<file path="config.mk">
export PLATFORM = sky130hd
export DESIGN_NAME = io_edge_monitor
export DESIGN_NICKNAME = d
export VERILOG_FILES = /design/src/rtl/io_edge_monitor.sv
export SDC_FILE = /design/constraint.sdc
export NUM_CORES = 1
export LEC_CHECK = 0
export BUFFER_PORTS_ARGS = -buffer_cell sky130_fd_sc_hd__buf_4
export CAP_MARGIN = 30
export CELL_PAD_IN_SITES_DETAIL_PLACEMENT = 0
export CELL_PAD_IN_SITES_GLOBAL_PLACEMENT = 1
export CORE_ASPECT_RATIO = 0.9
export CORE_UTILIZATION = 39
export CTS_CLUSTER_DIAMETER = 80
export DETAILED_ROUTE_END_ITERATION = 7
export PLACE_DENSITY = 0.77
export SLEW_MARGIN = 0
export SYNTH_ARGS = -nofsm -noshare
export SYNTH_HDL_FRONTEND = slang
export SYNTH_HIERARCHICAL = 1
export SYNTH_SLANG_ARGS = --single-unit
</file>
<file path="constraint.sdc">
create_clock -name wb_clk_i -period 2.24 [get_ports wb_clk_i]
set_input_delay 0.112 -clock wb_clk_i [delete_from_list [all_inputs] [get_ports wb_clk_i]]
set_output_delay 0.112 -clock wb_clk_i [all_outputs]
set_load 0.02 [all_outputs]
</file>
<file path="src/rtl/io_edge_monitor.sv">
// io_edge_monitor: four-lane pad edge counter behind a Wishbone slave port.
// Define IO_EDGE_FALL_EN to build the CTRL.FALL falling-edge mode.

module io_edge_lane #(
  parameter int CNT_W = 16
) (
  input  logic             clk,
  input  logic             rst,
  input  logic             pin,
  input  logic             en,
  input  logic             fall,
  input  logic             cnt_clr,
  input  logic             edge_w1c,
  input  logic             ovf_w1c,
  output logic             level,
  output logic [CNT_W-1:0] cnt,
  output logic             edge_st,
  output logic             ovf_st
);
  logic       s1, s2, prev, det_q, inc;
  // vld_pipe[2] marks prev as holding a real post-reset sample
  logic [2:0] vld_pipe;

  always_ff @(posedge clk or posedge rst) begin
    if (rst) begin
      s1       <= 1'b0;
      s2       <= 1'b0;
      prev     <= 1'b0;
      det_q    <= 1'b0;
      vld_pipe <= '0;
    end else begin
      s1       <= pin;
      s2       <= s1;
      prev     <= s2;
      vld_pipe <= {vld_pipe[1:0], 1'b1};
      det_q    <= vld_pipe[2] & (fall ? (prev & ~s2) : (s2 & ~prev));
    end
  end

  // a clear in the same cycle drops the edge entirely
  assign inc   = en & det_q & ~cnt_clr;
  assign level = s2;

  always_ff @(posedge clk or posedge rst) begin
    if (rst) begin
      cnt     <= '0;
      edge_st <= 1'b0;
      ovf_st  <= 1'b0;
    end else begin
      if (cnt_clr)  cnt <= '0;
      else if (inc) cnt <= cnt + 1'b1;
      if (inc)           edge_st <= 1'b1;
      else if (edge_w1c) edge_st <= 1'b0;
      if (inc && &cnt)  ovf_st <= 1'b1;
      else if (ovf_w1c) ovf_st <= 1'b0;
    end
  end
endmodule

module io_edge_monitor #(
  parameter logic [31:0] BASE_ADDR = 32'h3000_0000,
  parameter int          CNT_W     = 16
) (
  input  logic        wb_clk_i,
  input  logic        wb_rst_i,
  input  logic        wbs_stb_i,
  input  logic        wbs_cyc_i,
  input  logic        wbs_we_i,
  input  logic [3:0]  wbs_sel_i,
  input  logic [31:0] wbs_adr_i,
  input  logic [31:0] wbs_dat_i,
  output logic        wbs_ack_o,
  output logic [31:0] wbs_dat_o,
  input  logic [3:0]  io_in,
  output logic        irq
);
  localparam int NUM_LANES = 4;

  logic                            en, fall;
  logic [3:0]                      mask;
  logic                            hit, acc, wr, clr01, clr23, w1c;
  logic [2:0]                      off;
  logic [31:0]                     rdata;
  logic [NUM_LANES-1:0]            level, edge_st, ovf_st;
  logic [NUM_LANES-1:0][CNT_W-1:0] cnt;
  logic [NUM_LANES-1:0][15:0]      cnt16;
  logic                            unused_ok;

  assign hit   = wbs_cyc_i & wbs_stb_i & (wbs_adr_i[31:8] == BASE_ADDR[31:8]);
  assign acc   = hit & ~wbs_ack_o;
  assign wr    = acc & wbs_we_i;
  assign off   = wbs_adr_i[4:2];
  assign clr01 = wr && off == 3'd2 && |wbs_sel_i;
  assign clr23 = wr && off == 3'd3 && |wbs_sel_i;
  assign w1c   = wr && off == 3'd1 && wbs_sel_i[1];
  assign unused_ok = ^{wbs_dat_i[31:16], wbs_dat_i[3:1], wbs_adr_i[7:5], wbs_adr_i[1:0]};

  genvar i;
  generate
    for (i = 0; i < NUM_LANES; i++) begin : g_lane
      io_edge_lane #(.CNT_W(CNT_W)) u_lane (
        .clk      (wb_clk_i),
        .rst      (wb_rst_i),
        .pin      (io_in[i]),
        .en       (en),
        .fall     (fall),
        .cnt_clr  ((i < 2) ? clr01 : clr23),
        .edge_w1c (w1c & wbs_dat_i[8+i]),
        .ovf_w1c  (w1c & wbs_dat_i[12+i]),
        .level    (level[i]),
        .cnt      (cnt[i]),
        .edge_st  (edge_st[i]),
        .ovf_st   (ovf_st[i])
      );
      assign cnt16[i] = 16'(cnt[i]);
    end
  endgenerate

  always_ff @(posedge wb_clk_i or posedge wb_rst_i) begin
    if (wb_rst_i) begin
      en   <= 1'b0;
      mask <= '0;
    end else if (wr && off == 3'd0 && wbs_sel_i[0]) begin
      en   <= wbs_dat_i[0];
      mask <= wbs_dat_i[7:4];
    end
  end

`ifdef IO_EDGE_FALL_EN
  always_ff @(posedge wb_clk_i or posedge wb_rst_i) begin
    if (wb_rst_i)                                 fall <= 1'b0;
    else if (wr && off == 3'd0 && wbs_sel_i[0])   fall <= wbs_dat_i[1];
  end
`else
  assign fall = 1'b0;
`endif

  always_comb begin
    rdata = '0;
    case (off)
      3'd0:    rdata = {24'b0, mask, 2'b0, fall, en};
      3'd1:    rdata = {16'b0, ovf_st, edge_st, 4'b0, level};
      3'd2:    rdata = {cnt16[1], cnt16[0]};
      3'd3:    rdata = {cnt16[3], cnt16[2]};
      default: rdata = '0;
    endcase
  end

  always_ff @(posedge wb_clk_i or posedge wb_rst_i) begin
    if (wb_rst_i) begin
      wbs_ack_o <= 1'b0;
      wbs_dat_o <= '0;
      irq       <= 1'b0;
    end else begin
      wbs_ack_o <= acc;
      wbs_dat_o <= (acc & ~wbs_we_i) ? rdata : 32'h0;
      irq       <= |(edge_st & mask);
    end
  end
endmodule
</file>
# After elaboration in Yosys (flattened, before gate mapping)
# Index checks and enable logic that the tools add are counted.
# word_totals
reg_bits	139
latch_bits	0
ram_bits	0
rom_bits	0
elab_cells	140
n_memories	0
# op_classes
addsub	4
n_mul	0
div	0
magnitude_cmp	0
eq_ne	4
n_shift	0
mux	26
n_bitwise	38
reduce_logical	31
# op_table
op	n
2-to-1 mux 16 bit	8
one-hot mux 32 bit (4 select lines)	1
adder 16 x 1 -> 16 bit (second input constant)	4
AND reduction 16 bit	4
2-to-1 mux 32 bit	1
bitwise AND 1 bit	29
== test 24 x 22 -> 1 bit (second input constant)	1
nonzero test 2 bit	12
2-to-1 mux 1 bit	16
logical AND 1 bit	12
NOT 1 bit	8
OR reduction 4 bit	2
== test 3 x 2 -> 1 bit (second input constant)	2
bitwise AND 4 bit	1
== test 3 x 1 -> 1 bit (second input constant)	1
logical NOT 3 bit	1

# Depth between registers and ports, before layout
# logic_depth
word_depth	10
mapped_depth	9

# Cells and area by module
# The synthesis kept the hierarchy.
# modules_own_cells
module	n_inst	cells_each	area_each_um2
io_edge_lane	4	106	1107.3
io_edge_monitor	1	180	1914.3

# Worst setup path after synthesis
# OpenSTA, ideal clock, no wires.
# synth_timing
kind	register to register
from	reg wbs_ack_o
to	reg g_lane[0].u_lane.cnt[0]
setup_time_ns	0.132
t_arrival_ns	2.261
required_ns	2.108
path_slack_ns	-0.153
path_stages_with_launch	8
n_path_buf	2
synth_period_minus_slack_ns	2.393
path_cell_list	dfrtp_1 -> nor4_1 -> nand4_1 -> or3_2 -> nor3_1 -> clkbuf_1 -> clkbuf_1 -> nor2_1
# synth_between
elab_chain_len	8
# synth_rtl
item	line	text
start: declaration	72	output logic wbs_ack_o,
start signal: assignment	151	wbs_ack_o <= 1'b0;
start signal: assignment	155	wbs_ack_o <= acc;
NOT 1 bit (*)	90	assign acc = hit & ~wbs_ack_o;
bitwise AND 1 bit (*)	90	
bitwise AND 1 bit (*)	91	assign wr = acc & wbs_we_i;
logical AND 1 bit (*) (2 in series)	93	assign clr01 = wr && off == 3'd2 && |wbs_sel_i;
via clr01	81	logic hit, acc, wr, clr01, clr23, w1c;
NOT 1 bit	41	assign inc = en & det_q & ~cnt_clr;
bitwise AND 1 bit	41	
nonzero test 2 bit (no source line)	n/a	
end signal: assignment	51	else if (inc) cnt <= cnt + 1'b1;
end: declaration	16	output logic [CNT_W-1:0] cnt,
# Mark *: on every way through the listed nets, which the timed path passes. The rest lies on a longest branch.
# A chain may end at the register's enable or synchronous reset.

# Worst setup path in the final report
# layout_timing
from	reg wbs_ack_o
to	reg g_lane[2].u_lane.ovf_st
# layout_between
elab_chain_len	9
# layout_rtl
item	line	text
NOT 1 bit (*)	90	
bitwise AND 1 bit (*)	90	
bitwise AND 1 bit (*)	91	
logical AND 1 bit (*) (2 in series)	94	assign clr23 = wr && off == 3'd3 && |wbs_sel_i;
via clr23	81	
NOT 1 bit (*)	41	
bitwise AND 1 bit (*)	41	
logical AND 1 bit (*)	54	if (inc && &cnt) ovf_st <= 1'b1;
2-to-1 mux 1 bit or nonzero test 2 bit (tied branches)	n/a	
end signal: assignment	48	ovf_st <= 1'b0;
end signal: assignment	54	
end signal: assignment	55	else if (ovf_w1c) ovf_st <= 1'b0;
end: declaration	18	output logic ovf_st
# Marks and branches as above.

==> impl_metrics.yaml <==
placed_design:
  io_buffers: 86
  place_area_um2: 7380
  dp_hpwl_mm: 11.4
  gp_congestion: 0.873
worst_hold_path:
  holdPathEnd: "g_lane[0].u_lane/edge_st"
  hp-start: "wbs_dat_i[8]"
  hold_path.class: "primary input to flop"
  worstHoldPathCells: 3
layout:
  layout-drive-gt1-share_pct: 25.0
  n_antenna_cell: 0
  final_util_pct: 52.0
  fin_nets: 815
  syn_to_final_growth_pct: 28.4
  finalInstanceArea_um2: 8150
power:
  finalPower_mw: 5.62
  power.leakage_nw: 3.76
  ir_drop_uv: 522
  p_per_area_nw_per_um2: 691
cts:
  cts_max_level: 4
  cts_sinks: 139
  cts_root_buf: "clkbuf_16"
  cts_tree: "built"
  clk_path_buf_depth: 2
  clk_latency_ps: 420
  clkSlewWorstSetupHoldPaths_ps: 60
  cts_made_buffers: 17
sta:
  finalHoldViolations: 0
  skew_ps: 6.18
  fin_crit_ps: 2030
  worst_pin_slew_ps: 656
  setup_tns_ps: 0
  setup_viol: 0
  drv_slew: 0
  grt_setup_unrepaired: "false"
  finalCritPeriodShare_pct: 90.8
  max_freq_ghz: 0.492
  slew_headroom_pct: 56.3
route:
  wl_mm: 16.0
  first_iter_violations: 450
  drtAntennaViolNets: 0
  viasPerCell: 5.37
  via_count: 5100
  first_pass_iters: 4
  wire_per_inst_um: 16.8
  route.detailed.drc: 0
logic_synthesis:
  yosys_warnings: 6
  synth_area_leaders: "dfrtp_1, nor2_1, mux2_2, a22oi_1, xnor2_1"
  synthDistinctLibCells: 46
  synth_cells: 604
  netlist.top_cell.by_area: "dfrtp_1"
  syn_area_per_cell_um2: 10.5
  yosysTopAreaCellShare_pct: 54.8
  ys_ff_latch: 139
  synth.cell_area_um2: 6340
  seq_area_frac_synth_pct: 54.8
floorplanning:
  num_rows: 43
  ioPinCount: 111
  core_um2: 15700
  die_h_um: 123
  die_area_um2: 16800
  die-width_um: 136
  start_util_pct: 40.5
critical_path:
  r2r_end: "g_lane[2].u_lane/ovf_st"
  r2r_cells: 7
  required_ps: 2540
  cp_top_family: "simple AND/OR/NAND/NOR gates"
  worstPathCellList: "nor4_1, nand4_1, or3_4, nor3_4, clkbuf_4, buf_12, o41ai_1"
  cp_slowest_cell: "or3_4"
  reg2reg_slack_ps: 210
  cp_num_buf_inv: 2
  path_max_fanout: 16
  path_class: "flop to flop"
  cp.arrival_ps: 2340
  r2r_start: "wbs_ack_o"
  crit_path_start_kind: "flop"
  critical_path.max_stage_delay_ps: 450
  cp-end-kind: "flop"
global_routing:
  first_global_vias: 5094
  grt-ovfl-total: 0
  grt_max_degree: 40
  grt_pass1_wl_mm: 25.8
  globalRouteTotalUtil_pct: 20.5
  antenna_found_initial: 0
run_status:
  outcome: "completed"
flow_run:
  maxCapViolations: 0
## metal layers
metal,wire [um],vias up,track usage (%),part of all wire (%)
li1,-,2386,-,-
met1,7330,2551,27.8,46
met2,7550,144,32.2,47
met3,863,19,4.67,5.4
met4,238,0,7.15,1.5
met5,0,-,0,0
## per-stage QoR
step / worst slack (ps) / instances / hold slack (ps)
4_1_cts: 71.3 / 947 / 14.4
5_1_grt: 78.4 / 949 / 50.5
3_3_place_gp: 118 / 902 / 216
3_5_place_dp: 77.8 / 902 / 224
6_report: 207 / 949 / 28.3
2_1_floorplan: -33.4 / 611 / 139
## worst register-to-register path, delay by kind of cell, from the launching register on
family	cells	cell delay [ps]
and+or+nand+nor	4	1040
buffers and inverters	2	420
DFF	1	380
AOI/OAI and AO/OA	1	80
## cell type report
| type | count | area, um^2 |
|---|---|---|
| Fill cell | 1405 | 7510 |
| Inverter | 28 | 105 |
| Tap cell | 202 | 253 |
| Timing Repair Buffer | 128 | 1010 |
| Clock buffer | 26 | 519 |
| Multi-Input combinational cell | 420 | 2690 |
| Sequential cell | 139 | 3480 |
| Clock inverter | 6 | 82.6 |
## where the power goes
part | total, mW | switching [mW] | internal (mW)
Clock | 2.82 | 1.01 | 1.81
Sequential | 2.55 | 0.0147 | 2.54
Combinational | 0.251 | 0.128 | 0.123
## kinds of logic after synthesis
group           after synthesis  share of synthesized area [%]
fa+ha+maj                     4                          0.789
buf+inv                      52                           3.53
flops                       139                           54.8
other cells                   5                          0.296
mux                          25                           4.54
simple gates                257                           21.6
xor+xnor                     40                           5.52
compound gates               82                           8.86
## placed cells by master, fill, tap and decap left out, drive strengths merged, types with 13 or more instances in the layout
master	synthesis	layout
buf	5	114
mux2	20	20
a22oi	29	29
nand3	29	29
xor2	20	20
dfrtp	139	139
clkbuf	19	27
inv	28	28
nand2	26	26
xnor2	20	20
a21oi	16	16
nor3	19	19
dlygate4sd3	0	13
nor2	84	84
nand4	25	25
## state kept, by name, summed over array words and instances (netlist names)
signal,flops
irq,1
g_lane.u_lane/level,4
wbs_dat_o,32
en,1
g_lane.u_lane/s1,4
g_lane.u_lane/cnt,64
g_lane.u_lane/prev,4
g_lane.u_lane/ovf_st,4
mask,4
g_lane.u_lane/det_q,4
wbs_ack_o,1
g_lane.u_lane/edge_st,4
g_lane.u_lane/vld_pipe,12
## synthesized netlist by cell type, drive strengths merged
| library cell | count |
|---|---|
| a21boi | 4 |
| a21oi | 16 |
| a22oi | 29 |
| a31oi | 4 |
| and2 | 9 |
| and2b | 1 |
| and4 | 8 |
| buf | 5 |
| clkbuf | 19 |
| conb | 5 |
| dfrtp | 139 |
| ha | 4 |
| inv | 28 |
| mux2 | 20 |
| mux2i | 4 |
| mux4 | 1 |
| nand2 | 26 |
| nand2b | 4 |
| nand3 | 29 |
| nand3b | 5 |
| nand4 | 25 |
| nand4b | 1 |
| nor2 | 84 |
| nor2b | 7 |
| nor3 | 19 |
| nor3b | 1 |
| nor4 | 6 |
| nor4bb | 2 |
| o21ai | 8 |
| o22ai | 4 |
| o311ai | 4 |
| o31ai | 4 |
| o41ai | 9 |
| or2 | 8 |
| or3 | 9 |
| or3b | 4 |
| or4 | 8 |
| or4b | 1 |
| xnor2 | 20 |
| xor2 | 20 |
## how the worst max path moves through the flow
stage,cells after the start,from,endpoint
floorplan,7,wbs_ack_o,g_lane[0].u_lane/cnt[14]
global placement,8,wbs_adr_i[8],g_lane[2].u_lane/cnt[14]
detailed placement,8,wbs_adr_i[8],g_lane[3].u_lane/cnt[14]
CTS,7,wbs_ack_o,g_lane[2].u_lane/cnt[14]
global route,7,wbs_ack_o,g_lane[2].u_lane/ovf_st
finish,7,wbs_ack_o,g_lane[2].u_lane/ovf_st
## timing repair
action,in CTS,in global routing
hold buffers,13,0
gates resized for setup,0,5
hold endpoints to repair,151,0
setup buffers,0,1
setup endpoints to repair,0,18
Note: power is estimated with default switching activity, not from simulation.
